--- config.mk ---
export PLATFORM = sky130hd
export DESIGN_NAME = gp_chain_pipe
export DESIGN_NICKNAME = d
export VERILOG_FILES = /design/src/rtl/gp_chain_pipe.sv
export SDC_FILE = /design/constraint.sdc
export NUM_CORES = 1
export LEC_CHECK = 0
export BUFFER_PORTS_ARGS = -buffer_cell sky130_fd_sc_hd__buf_2
export CORE_MARGIN = 5
export CORE_UTILIZATION = 54
export DETAILED_ROUTE_END_ITERATION = 12
export GPL_TIMING_DRIVEN = 0
export PLACE_DENSITY = 0.89
export SLEW_MARGIN = 20
export SYNTH_ARGS = -nofsm -noshare
export SYNTH_HDL_FRONTEND = slang
export SYNTH_HIERARCHICAL = 1
export SYNTH_SLANG_ARGS = --single-unit
export TNS_END_PERCENT = 5
--- constraint.sdc ---
create_clock -name clk -period 1.4 [get_ports clk]
set_input_delay 0.21 -clock clk [delete_from_list [all_inputs] [get_ports clk]]
set_output_delay 0.21 -clock clk [all_outputs]
set_load 0.01 [all_outputs]
--- src/rtl/gp_chain_pipe.sv ---
// ---------------------------------------------------------------------------
// gp_chain_pipe
//   Pipelined generate/propagate carry-chain evaluator. Computes every carry
//   of c[i+1] = g[i] | (p[i] & c[i]) for i = 0..N-1, cutting the chain with a
//   register after every STAGE links. The pipeline has D = ceil(N/STAGE)
//   stages and moves transactions under a global enable (valid/ready with
//   full backpressure).
//
// Ports
//   clk        clock, rising edge
//   rst_n      asynchronous active-low reset
//   in_valid   transaction present on g/p/c_in
//   in_ready   block accepts a transaction this cycle (= out_ready | ~out_valid)
//   c_in       chain input c[0]
//   g, p       [N-1:0] generate / propagate bits, bit i belongs to link i
//   out_valid  result present on c_out/c_last
//   out_ready  consumer accepts the result this cycle
//   c_out      [N-1:0] c_out[i] = c[i+1]
//   c_last     c[N] (= c_out[N-1])
// ---------------------------------------------------------------------------

// One link of the chain: a single AND-OR level.
module gp_link (
  input  logic g_i,
  input  logic p_i,
  input  logic c_i,
  output logic c_o
);
  assign c_o = g_i | (p_i & c_i);
endmodule

module gp_chain_pipe #(
  parameter int N     = 8,
  parameter int STAGE = 2
) (
  input  logic         clk,
  input  logic         rst_n,
  input  logic         in_valid,
  output logic         in_ready,
  input  logic         c_in,
  input  logic [N-1:0] g,
  input  logic [N-1:0] p,
  output logic         out_valid,
  input  logic         out_ready,
  output logic [N-1:0] c_out,
  output logic         c_last
);

  localparam int D = (N + STAGE - 1) / STAGE;

  // Global enable: every stage moves together, so a stalled output freezes
  // the whole pipe and bubbles travel through like data.
  logic adv;
  assign adv      = out_ready | ~out_valid;
  assign in_ready = adv;

  // Valid shift register; bit 0 is the incoming valid, bits [D:1] are flops.
  logic [D:0] vld_pipe;
  logic [D:1] vld_q;

  assign vld_pipe = {vld_q, in_valid};

  always_ff @(posedge clk or negedge rst_n) begin
    if (!rst_n)   vld_q <= '0;
    else if (adv) vld_q <= vld_pipe[D-1:0];
  end

  assign out_valid = vld_pipe[D];

  // Per-link evaluation cells; each stage wires up its own slice.
  logic [N-1:0] lg, lp, lc, lco;

  gp_link u_link [N-1:0] (
    .g_i (lg),
    .p_i (lp),
    .c_i (lc),
    .c_o (lco)
  );

  for (genvar s = 0; s < D; s++) begin : g_stg
    localparam int LO = s * STAGE;
    localparam int HI = (LO + STAGE < N) ? (LO + STAGE) : N;

    // Carries c[1..HI] known after this stage; the top one is the running
    // carry handed to the next stage, so no separate carry flop is kept.
    logic [HI-1:0]   cv_q;
    // g/p bits still outstanding on entry: [HI-1:LO] are evaluated here,
    // [N-1:HI] are forwarded. Consumed bits are never registered again.
    logic [N-1:LO]   gs, ps;
    logic            cs;

    if (s == 0) begin : g_src0
      assign gs = g;
      assign ps = p;
      assign cs = c_in;

      always_ff @(posedge clk or negedge rst_n) begin
        if (!rst_n)   cv_q <= '0;
        else if (adv) cv_q <= lco[HI-1:0];
      end
    end else begin : g_srcn
      assign gs = g_stg[s-1].g_keep.g_q;
      assign ps = g_stg[s-1].g_keep.p_q;
      assign cs = g_stg[s-1].cv_q[LO-1];

      always_ff @(posedge clk or negedge rst_n) begin
        if (!rst_n)   cv_q <= '0;
        else if (adv) cv_q <= {lco[HI-1:LO], g_stg[s-1].cv_q};
      end
    end

    // Feed this stage's links: first link takes the stage carry, the rest
    // ripple combinationally inside the stage.
    assign lg[HI-1:LO] = gs[HI-1:LO];
    assign lp[HI-1:LO] = ps[HI-1:LO];
    assign lc[LO]      = cs;
    for (genvar k = LO + 1; k < HI; k++) begin : g_rip
      assign lc[k] = lco[k-1];
    end

    // Forward the not-yet-consumed g/p bits (absent in the final stage).
    if (HI < N) begin : g_keep
      logic [N-1:HI] g_q, p_q;

      always_ff @(posedge clk or negedge rst_n) begin
        if (!rst_n) begin
          g_q <= '0;
          p_q <= '0;
        end else if (adv) begin
          g_q <= gs[N-1:HI];
          p_q <= ps[N-1:HI];
        end
      end
    end
  end

  // Outputs come straight from last-stage flops.
  assign c_out  = g_stg[D-1].cv_q;
  assign c_last = c_out[N-1];

endmodule

==> key figures <==
Global route
  – Initial antenna violation count: 0
  – GR Overflow Total: 0
  – Largest net degree at the start of global routing: 49
  – Global-route wire length before repair: slightly above 5000 um
  – Total Routing Usage GR: 0.135
  – Vias in the first global route: around 1100

Setup path
  – Worst reg2reg path depth: 4
  – RR Endpoint: c_out[7]
  – Setup slack, reg-to-reg: 0.07 ns
  – WP data required: about 1.7 ns
  – Crit path DAT: 1.58 ns
  – Worst reg2reg startpoint: vld_q[4]
  – CP Launch Type: flip-flop
  – CP max FO: 13
  – CP Capture Type: flip-flop
  – Worst Setup Path Type: flip-flop to flip-flop

Synthesis
  – Mapped cell area: approximately 0.0019 mm2
  – Area leader, netlist: dfrtp_1
  – Average size of a mapped cell: around 17 um2
  – Cells after Synth: approximately 110
  – Sequential cell area fraction in the yosys report: 0.637
  – Syn. warnings: 6
  – Seq cells post-synth: between 40 and 50
  – Yosys cell types: 9
  – Area contributors post-synth: dfrtp_1 64%, mux2_2 23%, mux2_4 6.4%
  – Share of the synthesized area in the top cell type: 0.637
  – Post-Syn Nets: 132

Floorplan
  – Num ports: 32
  – Die area: 0.00477 mm2
  – Initial core utilization: 0.561
  – Core Rows: 21
  – Die Wd: 69.1 um
  – Area of the core: 0.00336 mm2
  – Chip Height: between 60 and 70 um

Cells and area
  – Seq. cell area: 0.00120 mm2
  – Most frequent cells in the layout: 48 x dfrtp_1, 39 x mux2_2, 33 x buf_2
  – Cell area after layout: 0.00222 mm2
  – Filler Cell Count: 271
  – Final nets: 173
  – N_diodes: 0
  – Area of the multi-input gates: 639 um2
  – Share of post-route cells with drive strength above 1: 0.621
  – Area Growth Syn to Fin: 17.8%
  – Commonest non-fill, non-tap cell in the layout: dfrtp_1

Power and ir drop
  – Peak supply drop: 1.24 mV
  – Overall Power: approximately 4.5 mW
  – Power Density: 2020 mW/mm2
  – Leakage: 1.02 nW

Route
  – Wire per inst: between 15 and 20 um
  – 1st-pass router iterations: 2
  – Vias/cell: 5.16
  – Routed via count: 1026
  – Antenna Nets Post-Route: 0
  – Initial DRC count: 14
  – DRC violations left: 0
  – Routed WL: 3070 um

Placed design
  – IO Port Bufs: 31
  – Worst setup slack after placement: 0.131 ns
  – DP HPWL: 2170 um
  – Post-DP Area: 0.00210 mm2
  – Final Wtd Congestion: 0.725

STA
  – Top achievable clock speed: between 700 and 800 MHz
  – Final hold violations: 0
  – RSZ-0062 raised after global routing: false
  – Slew Viols, Final: 0
  – Relative slew slack: 0.612
  – Finish-stage setup viols: 0
  – Setup WS post-layout: between 0.07 and 0.08 ns
  – Setup_tns: 0 ns
  – Worst-margin pin slew: about 0.58 ns
  – Post-route clock period utilization: 0.948
  – Post-route clock skew: between 0.01 and 0.015 ns
  – Crit path time final: 1.33 ns

Clocking
  – Clk sinks: 48
  – Root Buffer: clkbuf_4
  – CTS tree: done
  – Num CTS Buffers: 5
  – Clock buffer depth: 2
  – Clock Latency Late Sink: roughly 0.36 ns
  – Register clock-pin slew on the reported worst setup and hold paths: 0.14 ns
  – H-Tree Depth: 2

Hold path
  – Cells on Worst Hold Path: 2
  – HP Class: input port to flip-flop
  – Worst Hold Launch: g[6]
  – WHS Endpoint: g_stg[0].g_keep.g_q[6]

Flow run
  – Max_cap viols: 0

Outcome
  – Status: finished, final reports clean
## metrics by stage
step,hold WS [ns],utilization,instances
after floorplan,-0.0856,-,111
after global placement,0.414,0.624,188
after detailed placement,0.436,0.624,188
after CTS,0.0351,0.657,198
after global routing,0.0538,0.660,199
final,0.0654,0.660,199
## state kept, by name, summed over array words and instances, names as in the netlist
name	count
vld_q	4
g_stg.g_keep.p_q	12
g_stg.g_keep.g_q	12
g_stg.cv_q	12
c_out	8
## cell usage after synthesis
library cell	instances
a21o_1	8
buf_2	3
buf_4	1
buf_6	2
dfrtp_1	48
mux2_2	39
mux2_4	8
nand2b_1	1
nand2b_4	1
## power by group
| group | total, mW | switching (mW) | leakage (nW) | internal (mW) |
|---|---|---|---|---|
| logic | 1.38 | 0.527 | 0.431 | 0.857 |
| clock network | 0.855 | 0.427 | 0.0484 | 0.428 |
| registers | 2.24 | 0.296 | 0.542 | 1.94 |
## logic make-up after synthesis
kind of cell    Yosys count  share of synthesized area
mux                      47                      0.297
compound gates            8                     0.0319
buf+inv                   6                     0.0239
simple gates              2                     0.0106
flops                    48                      0.637
## how the worst max path moves through the flow
stage / slack (ns) / start / endpoint / cells after the start
after floorplan: 0.17 / vld_q[4] / g_stg[0].cv_q[0] / 4
after global placement: 0.15 / vld_q[4] / g_stg[0].g_keep.g_q[5] / 4
after detailed placement: 0.13 / vld_q[4] / g_stg[0].g_keep.p_q[6] / 4
after CTS: 0.06 / vld_q[4] / in_ready / 3
after global routing: 0.02 / vld_q[4] / in_ready / 3
final: 0.07 / vld_q[4] / c_out[7] / 4
## cell type report
cell class | instances | share of cell area
Tap cell | 46 | 0.0259
Clock buffer | 6 | 0.0231
Timing Repair Buffer | 35 | 0.0856
Multi-Input combinational cell | 57 | 0.288
Buffer | 5 | 0.0192
Clock inverter | 2 | 0.0175
Sequential cell | 48 | 0.541
## repair_timing
item	in CTS	in global routing
endpoints found under the hold margin	0	48
hold buffers	0	1
buffers inserted	3	0
resized for setup	2	0
endpoints found under the setup margin	1	0
## layer usage
layer  global-route usage  wire length, um
met5                    0                0
met1                0.159             1320
met2                0.221             1520
met4               0.0586               36
met3               0.0509              198
## worst max-delay path, cell delays in order, from the launching register on
cell	delay, ns
dfrtp_1	0.43
nand2b_4	0.10
buf_12	0.11
buf_4	0.22
mux2_2	0.36
(Power assumes the default switching activity.)
